### config.mk
export PLATFORM = sky130hd
export DESIGN_NAME = mem_access_unit
export DESIGN_NICKNAME = d
export VERILOG_FILES = /design/src/rtl/mem_access_unit_pkg.sv /design/src/rtl/mem_access_unit_lane_align.sv /design/src/rtl/mem_access_unit.sv
export SDC_FILE = /design/constraint.sdc
export NUM_CORES = 1
export LEC_CHECK = 0
export ABC_AREA = 1
export BUFFER_PORTS_ARGS = -buffer_cell sky130_fd_sc_hd__buf_2
export CORE_ASPECT_RATIO = 0.6
export CORE_MARGIN = 2
export CORE_UTILIZATION = 41
export CTS_CLUSTER_DIAMETER = 200
export CTS_CLUSTER_SIZE = 20
export DETAILED_ROUTE_END_ITERATION = 16
export HOLD_SLACK_MARGIN = 0.15
export MAX_ROUTING_LAYER = met4
export PLACE_DENSITY = 0.63
export SLEW_MARGIN = 20
export SYNTH_ARGS = -nofsm -noshare
export SYNTH_HDL_FRONTEND = slang
export SYNTH_HIERARCHICAL = 1
export SYNTH_SLANG_ARGS = --single-unit
### constraint.sdc
create_clock -name clk -period 1.8 [get_ports clk]
set_clock_uncertainty 0.05 [all_clocks]
set_input_delay 0.09 -clock clk [delete_from_list [all_inputs] [get_ports clk]]
set_output_delay 0.09 -clock clk [all_outputs]
set_load 0.005 [all_outputs]
### src/rtl/mem_access_unit_pkg.sv
// Shared encodings for the data-memory access unit: request opcodes,
// store format codes, FSM states and default address map.
package mem_access_unit_pkg;

  localparam logic [31:0] ADDR_BASE_DEFAULT   = 32'h1001_0000;
  localparam int          DEPTH_WORDS_DEFAULT = 1024;

  typedef enum logic [2:0] {
    OP_LB  = 3'b000,
    OP_LBU = 3'b001,
    OP_LH  = 3'b010,
    OP_LHU = 3'b011,
    OP_LW  = 3'b100,
    OP_SB  = 3'b101,
    OP_SH  = 3'b110,
    OP_SW  = 3'b111
  } mem_op_e;

  typedef enum logic [1:0] {
    FMT_WORD = 2'b00,
    FMT_HALF = 2'b01,
    FMT_BYTE = 2'b10
  } store_fmt_e;

  typedef enum logic [1:0] {
    S_IDLE = 2'b00,
    S_RD   = 2'b01,
    S_WR   = 2'b10,
    S_RESP = 2'b11
  } state_e;

  function automatic logic is_load(mem_op_e op);
    return (op <= OP_LW);
  endfunction

endpackage

### src/rtl/mem_access_unit_lane_align.sv
// Combinational lane handling: extracts and extends load data from a word,
// and merges sub-word store data into a previously read word.
module lane_align
  import mem_access_unit_pkg::*;
(
  input  mem_op_e     op,
  input  logic [1:0]  lane,
  input  logic [31:0] load_word,
  input  logic [31:0] store_data,
  input  logic [31:0] merge_word,
  output logic [31:0] load_data,
  output logic [31:0] merged_word
);

  logic [7:0]  sel_byte;
  logic [15:0] sel_half;

  always_comb begin
    sel_byte = load_word[7:0];
    case (lane)
      2'd1:    sel_byte = load_word[15:8];
      2'd2:    sel_byte = load_word[23:16];
      2'd3:    sel_byte = load_word[31:24];
      default: sel_byte = load_word[7:0];
    endcase
    sel_half = lane[1] ? load_word[31:16] : load_word[15:0];

    load_data = '0;
    case (op)
      OP_LB:   load_data = {{24{sel_byte[7]}}, sel_byte};
      OP_LBU:  load_data = {24'h0, sel_byte};
      OP_LH:   load_data = {{16{sel_half[15]}}, sel_half};
      OP_LHU:  load_data = {16'h0, sel_half};
      OP_LW:   load_data = load_word;
      default: load_data = '0;
    endcase
  end

  // Only the addressed lane(s) are replaced; word stores pass straight through.
  always_comb begin
    merged_word = merge_word;
    case (op)
      OP_SB: begin
        case (lane)
          2'd1:    merged_word[15:8]  = store_data[7:0];
          2'd2:    merged_word[23:16] = store_data[7:0];
          2'd3:    merged_word[31:24] = store_data[7:0];
          default: merged_word[7:0]   = store_data[7:0];
        endcase
      end
      OP_SH: begin
        if (lane[1]) merged_word[31:16] = store_data[15:0];
        else         merged_word[15:0]  = store_data[15:0];
      end
      default: merged_word = store_data;
    endcase
  end

endmodule

### src/rtl/mem_access_unit.sv
// Single-outstanding load/store unit in front of a word-addressed data memory,
// with sub-word loads, direct stores and read-modify-write for unaligned lanes.
module mem_access_unit
  import mem_access_unit_pkg::*;
#(
  parameter logic [31:0] ADDR_BASE   = ADDR_BASE_DEFAULT,
  parameter int          DEPTH_WORDS = DEPTH_WORDS_DEFAULT
) (
  input  logic        clk,
  input  logic        rst_n,
  input  logic        req_valid,
  output logic        req_ready,
  input  logic [2:0]  req_op,
  input  logic [31:0] req_addr,
  input  logic [31:0] req_wdata,
  output logic        resp_valid,
  input  logic        resp_ready,
  output logic [31:0] resp_rdata,
  output logic        resp_err,
  output logic        dm_r,
  output logic        dm_w,
  output logic [1:0]  store_format_signal,
  output logic [10:0] dm_addr,
  output logic [31:0] dm_wdata,
  input  logic [31:0] dm_rdata
);

  localparam logic [31:0] BYTE_LIMIT = 32'(4 * DEPTH_WORDS);

  state_e      state, state_nxt;
  mem_op_e     op_q;
  logic [10:0] idx_q;
  logic [1:0]  lane_q;
  logic [31:0] wdata_q;
  logic [31:0] word_q;
  logic        load_q;
  logic        rmw_q;
  store_fmt_e  fmt;

  mem_op_e     op_in;
  logic [31:0] off;
  logic [1:0]  lane_in;
  logic        err_in;
  logic        load_in;
  logic        rmw_in;
  logic        accept;

  logic [31:0] load_data;
  logic [31:0] merged_word;

  assign op_in   = mem_op_e'(req_op);
  assign off     = req_addr - ADDR_BASE;
  assign lane_in = off[1:0];
  assign load_in = is_load(op_in);

  // Addresses below the base wrap to huge offsets, so one unsigned compare covers both ends.
  assign err_in = (off >= BYTE_LIMIT)
               || ((op_in == OP_LH || op_in == OP_LHU || op_in == OP_SH) && lane_in[0])
               || ((op_in == OP_LW || op_in == OP_SW) && (lane_in != 2'd0));

  assign rmw_in = ((op_in == OP_SB) && (lane_in != 2'd0))
               || ((op_in == OP_SH) && (lane_in == 2'd2));

  assign req_ready  = (state == S_IDLE);
  assign resp_valid = (state == S_RESP);
  assign accept     = req_ready && req_valid;
  assign store_format_signal = fmt;

  lane_align u_lane_align (
    .op          (op_q),
    .lane        (lane_q),
    .load_word   (dm_rdata),
    .store_data  (wdata_q),
    .merge_word  (word_q),
    .load_data   (load_data),
    .merged_word (merged_word)
  );

  always_comb begin
    state_nxt = state;
    dm_r      = 1'b0;
    dm_w      = 1'b0;
    fmt       = FMT_WORD;
    dm_addr   = '0;
    dm_wdata  = '0;
    case (state)
      S_IDLE: begin
        if (accept) begin
          if (err_in)                 state_nxt = S_RESP;
          else if (load_in || rmw_in) state_nxt = S_RD;
          else                        state_nxt = S_WR;
        end
      end
      S_RD: begin
        dm_r      = 1'b1;
        dm_addr   = idx_q;
        state_nxt = load_q ? S_RESP : S_WR;
      end
      S_WR: begin
        dm_w      = 1'b1;
        dm_addr   = idx_q;
        if (rmw_q) begin
          dm_wdata = merged_word;
          fmt      = FMT_WORD;
        end else begin
          dm_wdata = wdata_q;
          case (op_q)
            OP_SB:   fmt = FMT_BYTE;
            OP_SH:   fmt = FMT_HALF;
            default: fmt = FMT_WORD;
          endcase
        end
        state_nxt = S_RESP;
      end
      S_RESP: begin
        if (resp_ready) state_nxt = S_IDLE;
      end
      default: state_nxt = S_IDLE;
    endcase
  end

  // The response registers are loaded at acceptance (error/store) or at the end of RD (load).
  always_ff @(posedge clk) begin
    if (!rst_n) begin
      state      <= S_IDLE;
      op_q       <= OP_LB;
      idx_q      <= '0;
      lane_q     <= '0;
      wdata_q    <= '0;
      word_q     <= '0;
      load_q     <= 1'b0;
      rmw_q      <= 1'b0;
      resp_rdata <= '0;
      resp_err   <= 1'b0;
    end else begin
      state <= state_nxt;
      if (accept) begin
        op_q       <= op_in;
        idx_q      <= off[12:2];
        lane_q     <= lane_in;
        wdata_q    <= req_wdata;
        load_q     <= load_in;
        rmw_q      <= rmw_in;
        resp_err   <= err_in;
        resp_rdata <= '0;
      end
      if (state == S_RD) begin
        word_q <= dm_rdata;
        if (load_q) resp_rdata <= load_data;
      end
    end
  end

endmodule

Word-level counts from Yosys, hierarchy flattened --
Index checks and enable logic that the tools add are counted.
Word-level totals: memory bits (read-only) 0, output and inout bits 82, memories 0, bits in latches 0, memory bits (writable) 0, input bits 103, flip-flop bits (word level) 117
Operators by class: add/sub/neg operators 1, reductions and logical operators 18, $mul 0, shifts and indexed selects 0, muxes and demuxes 27, bitwise logic cells 0, eq/ne operators 21, div/mod/pow operators 0, $lt $le $gt $ge 2
Operators with widths (count):
- $mux 32 | 5
- $pmux 32 s5 | 1
- $pmux 32 s2 | 1
- $mux 16 | 3
- $ge 32x13->1 const B | 1
- $mux 8 | 4
- $sub 32x29->32 const B | 1
- $pmux 8 s3 | 1
- $eq 3x3->1 const B | 7
- $eq 3x2->1 const B | 4
- $mux 2 | 6
- $mux 11 | 1
- $eq 2x2->1 const B | 5
- $pmux 2 s4 | 1
- $logic_or 1x1->1 | 7
- $logic_and 1x1->1 | 5
- $eq 2x1->1 const B | 2
- $ne 2x1->1 const B | 2
- $pmux 2 s2 | 1
- $eq 3x1->1 const B | 1
- $le 3x3->1 const B | 1
- $logic_not 3->1 | 1
- $mux 1 | 3
- $reduce_or 3->1 | 1
- 4 further kinds | 4

Depth between registers and ports, before layout --
depth in word-level cells 9, depth in mapped cells 13, mapped depth without buffers 13

By module --
The synthesis kept the hierarchy.
Modules (own cells, without submodules):
- mem_access_unit | seq. area each 2342.2 um^2, instances 1, area an instance 5019.8 um^2, cells an instance 736
- lane_align | seq. area each 0.0 um^2, instances 1, area an instance 1904.3 um^2, cells an instance 387

Worst setup path after synthesis --
No wires, ideal clock.
kind register to register, from reg state[0], to reg resp_rdata[0], path slack 0.193 ns, clock period less this slack 1.607 ns, setup time 0.070 ns, arrival time 1.488 ns, cell stages (with the launch flop) 8, cells stage by stage dfxtp_1 inv_1 ha_1 nand2_1 buf_2 clkbuf_1 nand2_1 a21oi_1
On the way: cells in the longest elaborated chain, start to end 5, elaborated cells on any way between the ends 6, those cells by class 1 x eq/ne; 3 x mux; 2 x reduce/logical
Ends and longest elaborated chain:
- start: declaration | RTL line mem_access_unit.sv:30 | state_e state, state_nxt;
- start signal: assignment | RTL line mem_access_unit.sv:136 | state <= state_nxt;
- $logic_not 2->1 * | RTL line mem_access_unit.sv:64 | assign req_ready = (state == S_IDLE);
- named net req_ready | RTL line mem_access_unit.sv:12 | output logic req_ready,
- $logic_and 1x1->1 * | RTL line mem_access_unit.sv:66 | assign accept = req_ready && req_valid;
- $mux 32 * | RTL line mem_access_unit.sv:137 | if (accept) begin
- $mux 32 | RTL line mem_access_unit.sv:149 | if (load_q) resp_rdata <= load_data;
- $mux 32 * | RTL line mem_access_unit.sv:147 | if (state == S_RD) begin
- end signal: assignment | RTL line mem_access_unit.sv:149
- end: declaration | RTL line mem_access_unit.sv:18 | output logic [31:0] resp_rdata,
Mark *: on every way through the listed nets, which the timed path passes. The rest lies on a longest branch. A chain may end at the register's enable or synchronous reset.

Worst setup path in the final report --
from reg op_q[0], to out dm_wdata[27]
On the way: cells in the longest elaborated chain, start to end 4, elaborated cells on any way between the ends 5, those cells by class 2 x eq/ne; 3 x mux
Ends and longest elaborated chain:
- start: declaration | RTL line mem_access_unit.sv:31 | mem_op_e op_q;
- start signal: assignment | RTL line mem_access_unit.sv:138 | op_q <= op_in;
- $eq 3x3->1 | RTL line mem_access_unit_lane_align.sv:42 | case (op)
- $pmux 32 s2 * | RTL line mem_access_unit_lane_align.sv:42
- named net merged_word[27] | RTL line mem_access_unit.sv:49 | logic [31:0] merged_word;
- $mux 32 * | RTL line mem_access_unit.sv:102 | if (rmw_q) begin
- $mux 32 * | RTL line mem_access_unit.sv:86 | case (state)
- end: declaration | RTL line mem_access_unit.sv:24 | output logic [31:0] dm_wdata,
Marks and branches as above.

==> out/qor.yml <==
synthesis:
  yosysWarnings: 6
  ys_ff_latch: 117
  synth_cell_types: 33
  synth_edf_count: 0
  synth_area_sq_um: 6920
  ys_top_cells_by_area: "dfxtp_1 (34%), nor2_1 (14%), o21ai_0 (12%)"
  synth.avg_cell_area_sq_um: 6.17
  async_flop_share_pct: 0
  synth_common_cells: "nor2_1 (252), nand2_1 (200), o21ai_0 (167)"
  yosys.area.top_type: "dfxtp_1"
  syn_inst: 1123
  synth_top_area_share_pct: 33.8
  ys_seq_area_share_pct: 33.8
  synth_ff_type: "dfxtp_1"
  synth_nets: 1230
  synth.most_common_cell: "nor2_1"
finish:
  nNetsFinal: 1500
  drive_gt1_share_pct: 23.8
  diodes: 0
  syn_to_final_growth_pct: 45.0
  fillers: 1613
sta:
  worst_slack_ns: -0.127
  worst_pin_slew_ns: 0.354
  drv_slew: 0
  timing.hold.ws_ns: 0.214
  relSlewSlack_pct: 76.4
  setup_tns_ns: -2.42
  hold_viol_final: 0
  fin_crit_ns: 1.93
  final-setup-viol-count: 32
  fmax_mhz: 519
  period_share_pct: 107
  rsz0062_at_grt: "true"
hold_path:
  hp-class: "in -> reg"
placement:
  dpl.hpwl_mm: 17.5
  post-place-ws_ns: 0.0780
  port_buffers: 184
  gp_congestion: 0.923
worst_setup_path:
  crit_type: "reg -> out"
  crit_path_cell_trace: "inv_4 -> nand3_4 -> inv_4 -> buf_12 -> o211ai_1 -> nand3_1 -> nor2_1 -> nor2_1 -> buf_2"
  slowest_delay_ns: 0.37
  crit_arrival_ns: 1.79
  start_kind: "register"
  required_ns: 1.66
  endpoint_kind: "output pin"
  rrSetupSlack_ns: 0.09
  critical_path.max_fanout: 15
  cp_slowest_cell: "dfxtp_4"
drt:
  num_vias: 8503
  firstDrtPassIters: 6
  viasPerCell: 5.20
  drt_iter0_drc: 766
  wl_per_cell_um: 15.7
  ant_nets: 0
  finalWirelength_mm: 25.6
  drcViolationCount: 0
global_routing:
  overflow: 0
  track_usage_pct: 29.3
  grt_max_degree: 66
  grt_pass1_wl_mm: 40.8
  antenna_found_initial: 0
  grt_pass1_vias: 7800
pwr:
  ir_drop_v: 0.000743
  powerDensity_nw_per_um2: 1350
  p_leak_nw: 4.78
die:
  num_io_pins: 185
  die_w_um: 172
  rows: 36
  core_sq_um: 16400
  die_y_um: 105
  start_util_pct: 42.2
  die_area_sq_um: 18000
clock_tree:
  cts_root_buffer: "clkbuf_16"
  cts_tree: "done"
  h-tree-depth: 4
  cts_num_sinks: 117
  insertion_delay_ns: 0.41
  path_clk_slew_ns: 0.06
  cts_buffers: 17
  cts_buffer_depth: 2
flow_run:
  drv_cap: 0
run_status:
  status: "complete, but fails checks"
  violations: "negative setup slack"
cell families (layout without fill, tap and decap cells):
logic type,count (synthesis),in the layout,synth area share (%)
fa+ha+maj,4,4,0.723
compound gates,301,301,22.7
flops,117,117,33.8
buf+inv,145,427,9.22
xor+xnor,1,1,0.235
simple gates,555,556,33.3
final timing paths:
check,start,endpoint,depth (start not counted)
setup reg to reg,lane_q[1]$_SDFFE_PN0P_,resp_rdata[23]$_SDFF_PN0_,10
setup / recovery,op_q[0]$_SDFFE_PN0P_,dm_wdata[27],9
hold / removal,req_addr[13],resp_err$_SDFFE_PN0P_,9
hold reg to reg,resp_rdata[4]$_SDFF_PN0_,resp_rdata[4]$_SDFF_PN0_,2
power by group:
group          leakage (nW)  internal, W  switching [W]  total (W)
clock network         0.293      0.00221        0.00128    0.00349
registers             0.964      0.00336       0.000673    0.00403
logic                  3.52      0.00233        0.00368    0.00601
total                  4.78      0.00790        0.00563     0.0135
metal layers:
metal,vias to the layer above,track usage [%],share of wire [%]
li1,4229,-,-
met1,3858,41.2,47
met2,392,41.9,42
met3,24,8.18,10
met4,0,6.12,0.91
met5,-,-,0
sequential cells by signal, indices dropped and copies added (netlist names):
register / count
rmw_q: 1
state: 2
idx_q: 11
word_q: 32
load_q: 1
resp_rdata: 32
op_q: 3
wdata_q: 32
resp_err: 1
lane_q: 2
stage by stage:
step / util, % / instance area [sq um] / total power [W] / cells
global placement: 50.0 / 8190 / 0.00915 / 1500
finish: 61.2 / 10000 / 0.0135 / 1634
global route: 61.2 / 10000 / 0.0144 / 1634
floorplan: - / 6920 / 0.00729 / 1123
detailed placement: 50.0 / 8190 / 0.00920 / 1500
CTS: 60.5 / 9920 / 0.0132 / 1630
worst max-delay path, delay by kind of cell, from the launching register on:
family	cells	cell delay (ns)
compound gates	1	0.11
buf+inv	4	0.49
flops	1	0.37
simple gates	4	0.40
what timing repair did:
| action | CTS | global route |
|---|---|---|
| setup endpoints to repair | 33 | 46 |
| pin swaps | 15 | 15 |
| gates cloned | 4 | 0 |
| hold buffers | 89 | 0 |
| buffers inserted | 6 | 4 |
| resized for setup | 54 | 37 |
| endpoints found under the hold margin | 115 | 0 |
placed cells by master, fill, tap and decap left out, drive strengths merged, types with 3 or more instances in the layout:
cell type / count
a21oi: 92
buf: 237
bufinv: 3
clkbuf: 20
clkinv: 7
dfxtp: 117
dlygate4sd3: 89
ha: 4
inv: 69
nand2: 207
nand3: 75
nand4: 6
nor2: 263
nor3: 3
o211ai: 14
o21ai: 189
cell type report:
cell class              count  area, sq um  share of cell area [%]
inverters                  68          283                    2.82
repair buffers            327         2430                    24.2
clock buffers              19          443                    4.41
flip-flops and latches    117         2370                    23.6
clock inverters            13          156                    1.56
well taps                 228          285                    2.84
multi-input cells         862         4070                    40.5
Note: power is estimated with default switching activity, not from simulation.
